## config.mk

```make
export PLATFORM = sky130hd
export DESIGN_NAME = fdivsqrt_uotfc2_flat
export DESIGN_NICKNAME = d
export VERILOG_FILES = /design/src/rtl/fdivsqrt_uotfc2_if.sv /design/src/rtl/fdivsqrt_uotfc2.sv /design/src/flat_wrapper.sv
export SDC_FILE = /design/constraint.sdc
export NUM_CORES = 1
export LEC_CHECK = 0
export CAP_MARGIN = 20
export CORE_MARGIN = 4
export CORE_UTILIZATION = 42
export CTS_CLUSTER_SIZE = 25
export DETAILED_ROUTE_END_ITERATION = 8
export PLACE_DENSITY = 0.85
export SYNTH_ARGS = -nofsm -noshare
export SYNTH_HDL_FRONTEND = slang
export SYNTH_SLANG_ARGS = --single-unit
```

## constraint.sdc

```tcl
create_clock -name clk -period 2 [get_ports clk]
set_clock_uncertainty 0.2 [all_clocks]
set_input_delay 0.6 -clock clk [delete_from_list [all_inputs] [get_ports clk]]
set_output_delay 0.6 -clock clk [all_outputs]
set_load 0.02 [all_outputs]
```

## src/rtl/fdivsqrt_uotfc2_if.sv

```systemverilog
// rtl/fdivsqrt_uotfc2_if.sv - control, digit and root/mask buses of the on-the-fly converter
interface fdivsqrt_uotfc2_if #(
  parameter int DIVb = 26,
  parameter int CNTW = 6
);
  localparam int W = DIVb + 4;

  logic            start;
  logic            kill;
  logic            step;
  logic            up;
  logic            uz;
  logic [CNTW-1:0] nIter;
  logic [W-1:0]    U0;
  logic [W-1:0]    UM0;
  logic [W-1:0]    C0;
  logic [W-1:0]    U;
  logic [W-1:0]    UM;
  logic [W-1:0]    C;
  logic            busy;
  logic            done;

  modport master (
    output start, kill, step, up, uz, nIter, U0, UM0, C0,
    input  U, UM, C, busy, done
  );

  modport slave (
    input  start, kill, step, up, uz, nIter, U0, UM0, C0,
    output U, UM, C, busy, done
  );
endinterface

```

## src/rtl/fdivsqrt_uotfc2.sv

```systemverilog
// rtl/fdivsqrt_uotfc2.sv - radix-2 on-the-fly root/quotient converter (U, UM, C) with run sequencing
module fdivsqrt_uotfc2 #(
  parameter int DIVb = 26,
  parameter int CNTW = 6
) (
  input logic             clk,
  input logic             reset,
  fdivsqrt_uotfc2_if.slave bus
);
  localparam int W = DIVb + 4;

  typedef enum logic [1:0] {IDLE, RUN, DONE} state_t;

  state_t          state;
  state_t          state_nxt;
  logic [W-1:0]    u_q;
  logic [W-1:0]    um_q;
  logic [W-1:0]    c_q;
  logic [W-1:0]    cn;
  logic [W-1:0]    k;
  logic [CNTW-1:0] cnt_q;
  logic            load;
  logic            iter;
  logic            sat;

  // kill beats start, and a start in RUN restarts rather than iterating
  assign load = bus.start && !bus.kill;
  assign iter = (state == RUN) && bus.step && !bus.kill && !bus.start;

  assign cn  = {c_q[W-1], c_q[W-1:1]};
  assign k   = cn & ~(cn << 1);
  // an all-ones mask has no digit position left, so the root is frozen
  assign sat = &c_q;

  always_ff @(posedge clk or negedge reset) begin
    if (!reset) state <= IDLE;
    else        state <= state_nxt;
  end

  always_comb begin
    state_nxt = state;
    if (bus.kill) begin
      state_nxt = IDLE;
    end else if (bus.start) begin
      state_nxt = RUN;
    end else begin
      case (state)
        RUN:     if (bus.step && cnt_q == CNTW'(1)) state_nxt = DONE;
        DONE:    state_nxt = IDLE;
        default: state_nxt = state;
      endcase
    end
  end

  always_comb begin
    bus.busy = 1'b0;
    bus.done = 1'b0;
    case (state)
      RUN:     bus.busy = 1'b1;
      DONE:    bus.done = 1'b1;
      default: ;
    endcase
  end

  always_ff @(posedge clk or negedge reset) begin
    if (!reset) begin
      u_q   <= '0;
      um_q  <= '0;
      c_q   <= '0;
      cnt_q <= '0;
    end else if (load) begin
      u_q   <= bus.U0;
      um_q  <= bus.UM0;
      c_q   <= bus.C0;
      cnt_q <= bus.nIter;
    end else if (iter) begin
      c_q   <= cn;
      cnt_q <= cnt_q - CNTW'(1);
      if (!sat) begin
        if (bus.up) begin
          u_q  <= u_q | k;
          um_q <= u_q;
        end else if (bus.uz) begin
          um_q <= um_q | k;
        end else begin
          u_q  <= um_q | k;
        end
      end
    end
  end

  assign bus.U  = u_q;
  assign bus.UM = um_q;
  assign bus.C  = c_q;
endmodule
```

## src/flat_wrapper.sv

```systemverilog
// flat-port wrapper written by rule: the top's interface ports become plain ports
module fdivsqrt_uotfc2_flat 
#(
  parameter int DIVb = 26,
  parameter int CNTW = 6
)
  (clk, reset, bus_start, bus_kill, bus_step, bus_up, bus_uz, bus_nIter, bus_U0, bus_UM0, bus_C0, bus_U, bus_UM, bus_C, bus_busy, bus_done);
  fdivsqrt_uotfc2_if #(.DIVb(DIVb), .CNTW(CNTW)) bus_i ();
  input logic clk;
  input logic reset;
  input wire logic [$bits(bus_i.start)-1:0] bus_start;
  input wire logic [$bits(bus_i.kill)-1:0] bus_kill;
  input wire logic [$bits(bus_i.step)-1:0] bus_step;
  input wire logic [$bits(bus_i.up)-1:0] bus_up;
  input wire logic [$bits(bus_i.uz)-1:0] bus_uz;
  input wire logic [$bits(bus_i.nIter)-1:0] bus_nIter;
  input wire logic [$bits(bus_i.U0)-1:0] bus_U0;
  input wire logic [$bits(bus_i.UM0)-1:0] bus_UM0;
  input wire logic [$bits(bus_i.C0)-1:0] bus_C0;
  output wire logic [$bits(bus_i.U)-1:0] bus_U;
  output wire logic [$bits(bus_i.UM)-1:0] bus_UM;
  output wire logic [$bits(bus_i.C)-1:0] bus_C;
  output wire logic [$bits(bus_i.busy)-1:0] bus_busy;
  output wire logic [$bits(bus_i.done)-1:0] bus_done;
  assign bus_i.start = bus_start;
  assign bus_i.kill = bus_kill;
  assign bus_i.step = bus_step;
  assign bus_i.up = bus_up;
  assign bus_i.uz = bus_uz;
  assign bus_i.nIter = bus_nIter;
  assign bus_i.U0 = bus_U0;
  assign bus_i.UM0 = bus_UM0;
  assign bus_i.C0 = bus_C0;
  assign bus_U = bus_i.U;
  assign bus_UM = bus_i.UM;
  assign bus_C = bus_i.C;
  assign bus_busy = bus_i.busy;
  assign bus_done = bus_i.done;
  fdivsqrt_uotfc2 #(.DIVb(DIVb), .CNTW(CNTW)) u_core (.clk(clk), .reset(reset), .bus(bus_i));
endmodule
```

; After elaboration in Yosys (flattened, before gate mapping)
; Index checks and enable logic that the tools add are counted.
[totals]
reg_bits = 98
latchBits = 0
ramBits = 0
mem_bits_ro = 0
input_bits = 103
out_inout_bits = 92
wordCells = 51
n_memories = 0
[classes]
n_addsub = 1
multipliers = 0
div_mod_pow = 0
order_cmp = 0
eq_ne = 6
shift = 0
n_mux = 20
bitwise = 4
reduce_logical = 14
[op_table]
columns = cell, count
row1 = $mux W30, 11
row2 = $or A30 B30 Y30, 2
row3 = $and A30 B30 Y30, 1
row4 = $not A30 Y30, 1
row5 = $reduce_and A30 Y1, 1
row6 = $mux W29, 1
row7 = $mux W6, 2
row8 = $eq A6 B1 Y1 const B, 1
row9 = $mux W2, 3
row10 = $reduce_and A3 Y1, 2
row11 = $sub A6 B1 Y6 const B, 1
row12 = $logic_and A1 B1 Y1, 5
row13 = $ne A4 B4 Y1 const B, 1
row14 = $pmux W2 S2, 1
row15 = $reduce_bool A4 Y1, 1
row16 = $ne A3 B2 Y1 const B, 1
row17 = $reduce_bool A3 Y1, 1
row18 = $eq A2 B1 Y1 const B, 1
row19 = $eq A2 B2 Y1 const B, 1
row20 = $logic_not A1 Y1, 2
row21 = $mux W1, 2
row22 = $ne A2 B1 Y1 const B, 1
row23 = $reduce_and A2 Y1, 1
row24 = $reduce_bool A2 Y1, 1

; Logic depth before layout (Yosys ltp)
; Gate-level depths: netlist of the first run.
[depth]
ltp_word = 8
ltp_mapped = 9
ltp_nobuf = 7

; Worst setup path after synthesis of the first run
; OpenSTA, ideal clock, no wires.
[synth_path]
path_kind = register -> register
start = register u_core.state[0]
end = register u_core.um_q[1] (netlist: u_core.bus.UM[1])
setup_ps = 125
arrival_ps = 1795
required_ps = 1675
slack_ps = -119
path_stages_with_launch = 9
path_buffers = 2
synth_period_minus_slack_ps = 2119
cell_sequence = dfrtp_1 ha_1 and4bb_1 buf_4 nor2_4 nor2_2 nand2_2 buf_6 mux2_2
[synth_between]
elab_chain_len = 6
[synth_lines]
columns = item, line_no
row1 = start: declaration, fdivsqrt_uotfc2.sv:14  ; state_t state;
row2 = start signal: assignment, fdivsqrt_uotfc2.sv:37  ; else state <= state_nxt;
row3 = $eq A2 B1 Y1, fdivsqrt_uotfc2.sv:28  ; assign iter = (state == RUN) && bus.step && !bus.kill && !bus.start;
row4 = $logic_and A1 B1 Y1 (3 in series), fdivsqrt_uotfc2.sv:28
row5 = $reduce_bool A2 Y1 (no line), n/a
row6 = $reduce_and A3 Y1 (no line), n/a
row7 = end signal: assignment, fdivsqrt_uotfc2.sv:73  ; um_q <= bus.UM0;
row8 = end signal: assignment, fdivsqrt_uotfc2.sv:82  ; um_q <= u_q;
row9 = end signal: assignment, fdivsqrt_uotfc2.sv:84  ; um_q <= um_q | k;
row10 = end: declaration, fdivsqrt_uotfc2.sv:17  ; logic [W-1:0] um_q;
; No other way between the ends.
; A chain may end at the register's enable or synchronous reset.

; Worst setup path after layout of the first run
[layout_path]
start = input port bus_kill
end = register u_core.um_q[3] (netlist: u_core.bus.UM[3])
[layout_between]
elab_chain_len = 5
elab_cells_between_ends = 9
cone_classes = eq/ne: 1 / mux: 1 / reduce/logical: 7
[layout_lines]
columns = item, line_no
row1 = start: declaration, flat_wrapper.sv:12  ; input wire logic [$bits(bus_i.kill)-1:0] bus_kill;
row2 = $logic_not A1 Y1 (*), "fdivsqrt_uotfc2.sv:27, fdivsqrt_uotfc2.sv:28"
row3 = $logic_and A1 B1 Y1 (2 in series), fdivsqrt_uotfc2.sv:28
row4 = $reduce_bool A2 Y1 (no line), n/a
row5 = $reduce_and A3 Y1 (no line), n/a
; Mark *: on every way between the ends. The rest lies on a longest branch, timed or not.

==> impl_metrics.tcl, run 1 <==
set metrics [dict create \
    clock_sinks 98 \
    synth.area.mux_share_pct 15.7 \
    grt_max_degree 41 \
    crit_fanout 8 \
    die_x_um 125 \
    grt_pass1_vias 5641 \
    slew_violations 0 \
    hold_violations 0 \
    drv_cap 0 \
    synth.top_cells.by_count "127 x nand2_1, 98 x dfrtp_1, 91 x o21ai_0" \
    wire_per_inst_um 17.7 \
    cts_max_level 3 \
    yosys.area_share.adder_pct 0.872 \
    grt_pass1_wl_mm 28.7 \
    ys_seq_elements 98 \
    die_h_um 125 \
    finalCritPeriodShare_pct 110 \
    yosysUniqueCellTypes 36 \
    slew-limit-headroom_pct 78.1 \
    final_net_count 969 \
    area_growth_pct 53.6 \
    root_buffer "clkbuf_16" \
    synth_most_common_cell "nand2_1" \
    arrival_ns 2.22 \
    grt.total_usage_pct 22.8 \
    end_kind "flop" \
    drc_errors 0 \
    regToRegSetupSlack_ns -0.19 \
    antenna_cells 0 \
    dpl.hpwl_mm 13.0 \
    place_ws_ns -0.599 \
    dieArea_mm2 0.0156 \
    synth_area_mm2 0.00574 \
    tightest_slew_ns 0.329 \
    numCtsBuffers 9 \
    total_power_mw 8.64 \
    synth_compound_area_share_pct 15.2 \
    min_from "u_core.bus.U[12]" \
    yosysTopAreaCellShare_pct 42.7 \
    drt_pass1_iterations 5 \
    setup_viol 62 \
    syn_nets 720 \
    critPathTopFamily "simple AND/OR/NAND/NOR gates" \
    ant_nets 0 \
    antenna_found_initial 0 \
    avgSynthCellArea_um2 9.36 \
    rows 42 \
    ios 195 \
    whs_ns 0.326 \
    fin_ws_ns -0.195 \
    synth_top_area_cell "dfrtp_1" \
    fmax_mhz 456 \
    synthArstFlopShare_pct 100 \
    synth_area_leaders "dfrtp_1 43%, mux2_4 14%, nand2_1 8.3%, o21ai_0 7.9%, a22oi_1 3.8%" \
    core-area_mm2 0.0133 \
    placed_area_mm2 0.00826 \
    hold_path_class "flop to flop" \
    final_cell_area_mm2 0.00881 \
    place_congestion 0.810 \
    min_period_ns 2.20 \
    drt_wl_total_mm 18.4 \
    via_count 5487 \
    cp.required_ns 2.03 \
    power.density_mw_per_mm2 980 \
    worstRegToRegCells 10 \
    hold_depth 1 \
    cts_buffer_depth 2 \
    initial_core_util_pct 43.2 \
    fin_util_pct 66.3 \
    synth_warnings 0 \
    violations "setup timing" \
    leakagePower_nw 4.05 \
    reg2reg_to "u_core.bus.UM[3]" \
    crit_chain "clkdlybuf4s15_1 > and4bb_2 > nor2_4 > buf_6 > nor2_4 > nand2_8 > buf_12 > buf_12 > mux2_4" \
    synthFlopType "dfrtp_1" \
    overflow 0 \
    synth_top_family_by_area "simple AND/OR/NAND/NOR gates" \
    via_per_inst 5.27 \
    hold_end "u_core.bus.U[12]" \
    yosysSeqAreaShare_pct 42.7 \
    io_buffer_count 194 \
    worstReg2RegStart "u_core.state[1]" \
    clkLatencyLatePin_ns 0.35 \
    post_synth_and_or_nand_nor_area_fraction_pct 20.8 \
    synth_cells 613 \
    cp-start-kind "input port" \
    vdd_drop_max_v 0.000477 \
    worst-setup-path-type "input port to flop" \
    synth_edf_count 0 \
    synth_xor_area_share_pct 0.610 \
    status "complete, but fails checks" \
    cts_tree "done" \
    path_buf_inv 4 \
    drt_iter0_drc 359 \
    drive_gt1_share_pct 25.4 \
    rsz0062_at_grt "yes" \
    clk_pin_slew_ns 0.07 \
    slowest_stage "and4bb_2" \
    cpPeakStageDelay_ns 0.39 \
]
[logic make-up (layout without fill, tap and decap cells)]
logic type	Yosys count	count (layout)
simple gates	243	243
compound gates	157	157
flops	98	98
mux	63	63
buf+inv	44	297
fa+ha+maj	4	4
xor+xnor	4	4
[layout make-up]
cell class / instances / area [um2]
multi-input cells: 471 / 3170
fillers: 1042 / 4480
flip-flops and latches: 98 / 2460
inverters: 6 / 22.5
clock inverters: 2 / 12.5
clock buffers: 13 / 260
well taps: 176 / 220
repair buffers: 276 / 2670
[registers in the layout (all words and copies together), names as in the netlist]
| signal | flops |
|---|---|
| u_core.bus.C | 30 |
| u_core.bus.U | 30 |
| u_core.bus.UM | 30 |
| u_core.cnt_q | 6 |
| u_core.state | 2 |
[through the flow]
stage | setup TNS, ns | instances
6_report | -6.16 | 1042
2_1_floorplan | -0.107 | 613
3_3_place_gp | -43.72 | 1000
5_1_grt | -9.32 | 1042
3_5_place_dp | -47.84 | 1000
4_1_cts | -5.66 | 1028
[routing by layer]
metal | GRT usage, % | vias to the layer above | wire (um)
met4 | 8.23 | 0 | 422
met3 | 5.49 | 30 | 1300
met5 | 0 | - | 0
met1 | 28.4 | 2636 | 7680
met2 | 38.5 | 214 | 9010
li1 | - | 2607 | -
[power breakdown]
group | switching [mW] | internal [mW] | total (mW) | leakage [nW]
Combinational | 1.89 | 2.02 | 3.91 | 2.77
Sequential | 0.509 | 2.57 | 3.08 | 1.15
Clock | 0.742 | 0.905 | 1.65 | 0.132
Total | 3.14 | 5.50 | 8.64 | 4.05
[placed cells by master (no fill, tap or decap), drive strengths merged, types with 3 or more instances in the layout]
| cell | count |
|---|---|
| nand2 | 129 |
| dfrtp | 98 |
| clkdlybuf4s50 | 97 |
| o21ai | 91 |
| buf | 86 |
| dlygate4sd2 | 73 |
| mux2 | 60 |
| a21oi | 33 |
| nand2b | 29 |
| nor2b | 29 |
| a22oi | 29 |
| or2 | 28 |
| clkbuf | 23 |
| nor2 | 11 |
| clkdlybuf4s15 | 9 |
| nand4 | 7 |
| inv | 6 |
| nor3 | 4 |
| ha | 4 |
| xor2 | 3 |
| mux2i | 3 |
[worst max-delay path by stage]
| stage | start | cells after the start | to | slack, ns |
|---|---|---|---|---|
| 6_report | bus_kill | 9 | u_core.bus.UM[3] | -0.20 |
| 5_1_grt | u_core.state[1] | 10 | u_core.bus.UM[3] | -0.23 |
| 4_1_cts | u_core.state[1] | 10 | u_core.bus.UM[18] | -0.18 |
| 3_5_place_dp | bus_kill | 7 | u_core.bus.U[15] | -0.60 |
| 3_3_place_gp | bus_kill | 7 | u_core.bus.U[13] | -0.55 |
| 2_1_floorplan | bus_start | 7 | u_core.bus.UM[0] | -0.004 |
[timing repair]
action                     4_1_cts  5_1_grt
hold endpoints to repair         8        0
setup buffers                    8       15
gates resized for setup        132       35
hold buffers                     1        0
setup endpoints to repair      170       77
cloned                           4        1
pin swaps                        6        7
Note: power is estimated with default switching activity, not from simulation.
==> inputs of run 2 (changes only) <==
CORE_UTILIZATION = 40   (was 42)
MAX_ROUTING_LAYER = met4   (was not set)
PLACE_DENSITY = 0.82   (was 0.85)
==> impl_metrics.tcl, run 2 (same netlist as run 1, synthesis figures left out) <==
set metrics [dict create \
    grt_use_met1_pct 28.9 \
    layout_commonest_cell "nand2_1" \
    ios 195 \
    end_kind "flop" \
    rsz0062_at_grt "yes" \
    drt_iter0_drc 308 \
    whs_ns 0.0328 \
    drv_cap 0 \
    via_count 5349 \
    cts_tree "done" \
    drt_pass1_iterations 5 \
    status "complete, but fails checks" \
    arrival_ns 2.19 \
    numCtsBuffers 9 \
    fmax_mhz 463 \
    crit_fanout 5 \
    via_per_inst 5.18 \
    core-area_mm2 0.0140 \
    fin_ws_ns -0.159 \
    use_met2_pct 37.0 \
    slew-limit-headroom_pct 75.9 \
    dieArea_mm2 0.0163 \
    root_buffer "clkbuf_16" \
    area_growth_pct 52.7 \
    finalCritPeriodShare_pct 108 \
    setup_tns_ns -5.65 \
    place_inst 1000 \
    grt_max_degree 54 \
    drc_errors 0 \
    layoutNonFillerInstCount 1033 \
    initial_core_util_pct 41.0 \
    clock_sinks 98 \
    grt_pass1_wl_mm 28.6 \
    grt.total_usage_pct 22.7 \
    worst-setup-path-type "flop to flop" \
    total_power_mw 8.59 \
    final_cell_mix "126 x nand2_1, 97 x clkdlybuf4s50_1, 96 x dfrtp_1, 91 x o21ai_0, 71 x dlygate4sd2_1" \
    setup_viol 60 \
    cts_max_level 3 \
    clkLatencyLatePin_ns 0.34 \
    final_net_count 956 \
    antenna_cells 0 \
    overflow 0 \
    die_x_um 128 \
    io_buffer_count 194 \
    drive_gt1_share_pct 24.5 \
    cts_buffer_depth 2 \
    wire_per_inst_um 17.6 \
    power.density_mw_per_mm2 980 \
    grt-busiest-layer "met2" \
    drt_wl_total_mm 18.1 \
    antenna_found_initial 0 \
    ant_nets 0 \
    grt_pass1_vias 5381 \
    grt.met3_usage_pct 5.75 \
    leakagePower_nw 4.02 \
    hold_violations 0 \
    place_congestion 0.850 \
    cp.required_ns 2.03 \
    clk_pin_slew_ns 0.07 \
    tightest_slew_ns 0.362 \
    cp-start-kind "flop" \
    slew_violations 0 \
    vdd_drop_max_v 0.000564 \
    violations "setup timing" \
    die_h_um 128 \
    min_period_ns 2.16 \
    dpl.hpwl_mm 12.7 \
    hold_path_class "input port to asynchronous set/reset pin" \
    rows 43 \
]
run 2: area by class of cell:
cell class              count  area [um2]
clock inverters             3        15.0
clock buffers              12         256
inverters                   6        22.5
fillers                  1181        5230
well taps                 180         225
flip-flops and latches     98        2450
multi-input cells         471        3190
repair buffers            263        2600
run 2: final timing paths:
| kind | slack, ns | start | cells after the start | to |
|---|---|---|---|---|
| min reg2reg | 0.33 | u_core.bus.U[16] | 1 | u_core.bus.U[16] |
| min | 0.03 | reset | 2 | u_core.bus.UM[22] |
| max in group asynchronous | 1.29 | reset | 2 | u_core.bus.U[5] |
| max reg2reg | -0.16 | u_core.state[1] | 9 | u_core.bus.U[3] |
| max | -0.16 | u_core.state[1] | 9 | u_core.bus.U[3] |
| min in group clk | 0.33 | u_core.bus.U[16] | 1 | u_core.bus.U[16] |
run 2: worst max-delay path: stages, from the launching register on:
cell and delay [ns]:
dfrtp_1 0.39, inv_2 0.08, ha_4 0.14, and4bb_2 0.30, nor2_4 0.08, a21oi_4 0.18
nand2_8 0.10, buf_12 0.15, buf_12 0.13, mux2_4 0.29
run 2: what timing repair did:
item,CTS,global route
buffers inserted,12,2
pin swaps,9,5
gates resized for setup,145,30
gates cloned,6,0
hold buffers,0,0
setup endpoints to repair,180,83
run 2: metrics by stage:
stage	setup WS (ns)	instance area (um2)	utilization (%)
2_1_floorplan	-0.00395	5790	-
3_3_place_gp	-0.628	8220	58.8
3_5_place_dp	-0.716	8220	58.8
4_1_cts	-0.145	8780	62.7
5_1_grt	-0.216	8760	62.6
6_report	-0.159	8760	62.6
run 2: per-layer routing:
layer | part of all wire (%) | up-vias
met2 | 49 | 173
met5 | 0 | -
met3 | 6.3 | 21
li1 | - | 2584
met1 | 44 | 2571
met4 | 1.2 | 0
run 2: power breakdown:
part | internal (mW) | total (mW) | switching, mW | leakage [nW]
sequential | 2.57 | 3.08 | 0.505 | 1.16
combinational | 2.00 | 3.87 | 1.87 | 2.72
clock | 0.900 | 1.64 | 0.743 | 0.138
==> inputs of run 3 (changes only) <==
ABC_CLOCK_PERIOD_IN_PS = 2000   (was not set)
==> results of run 3 <==
Final layout, timing and power as in run 2 (identical DEF).
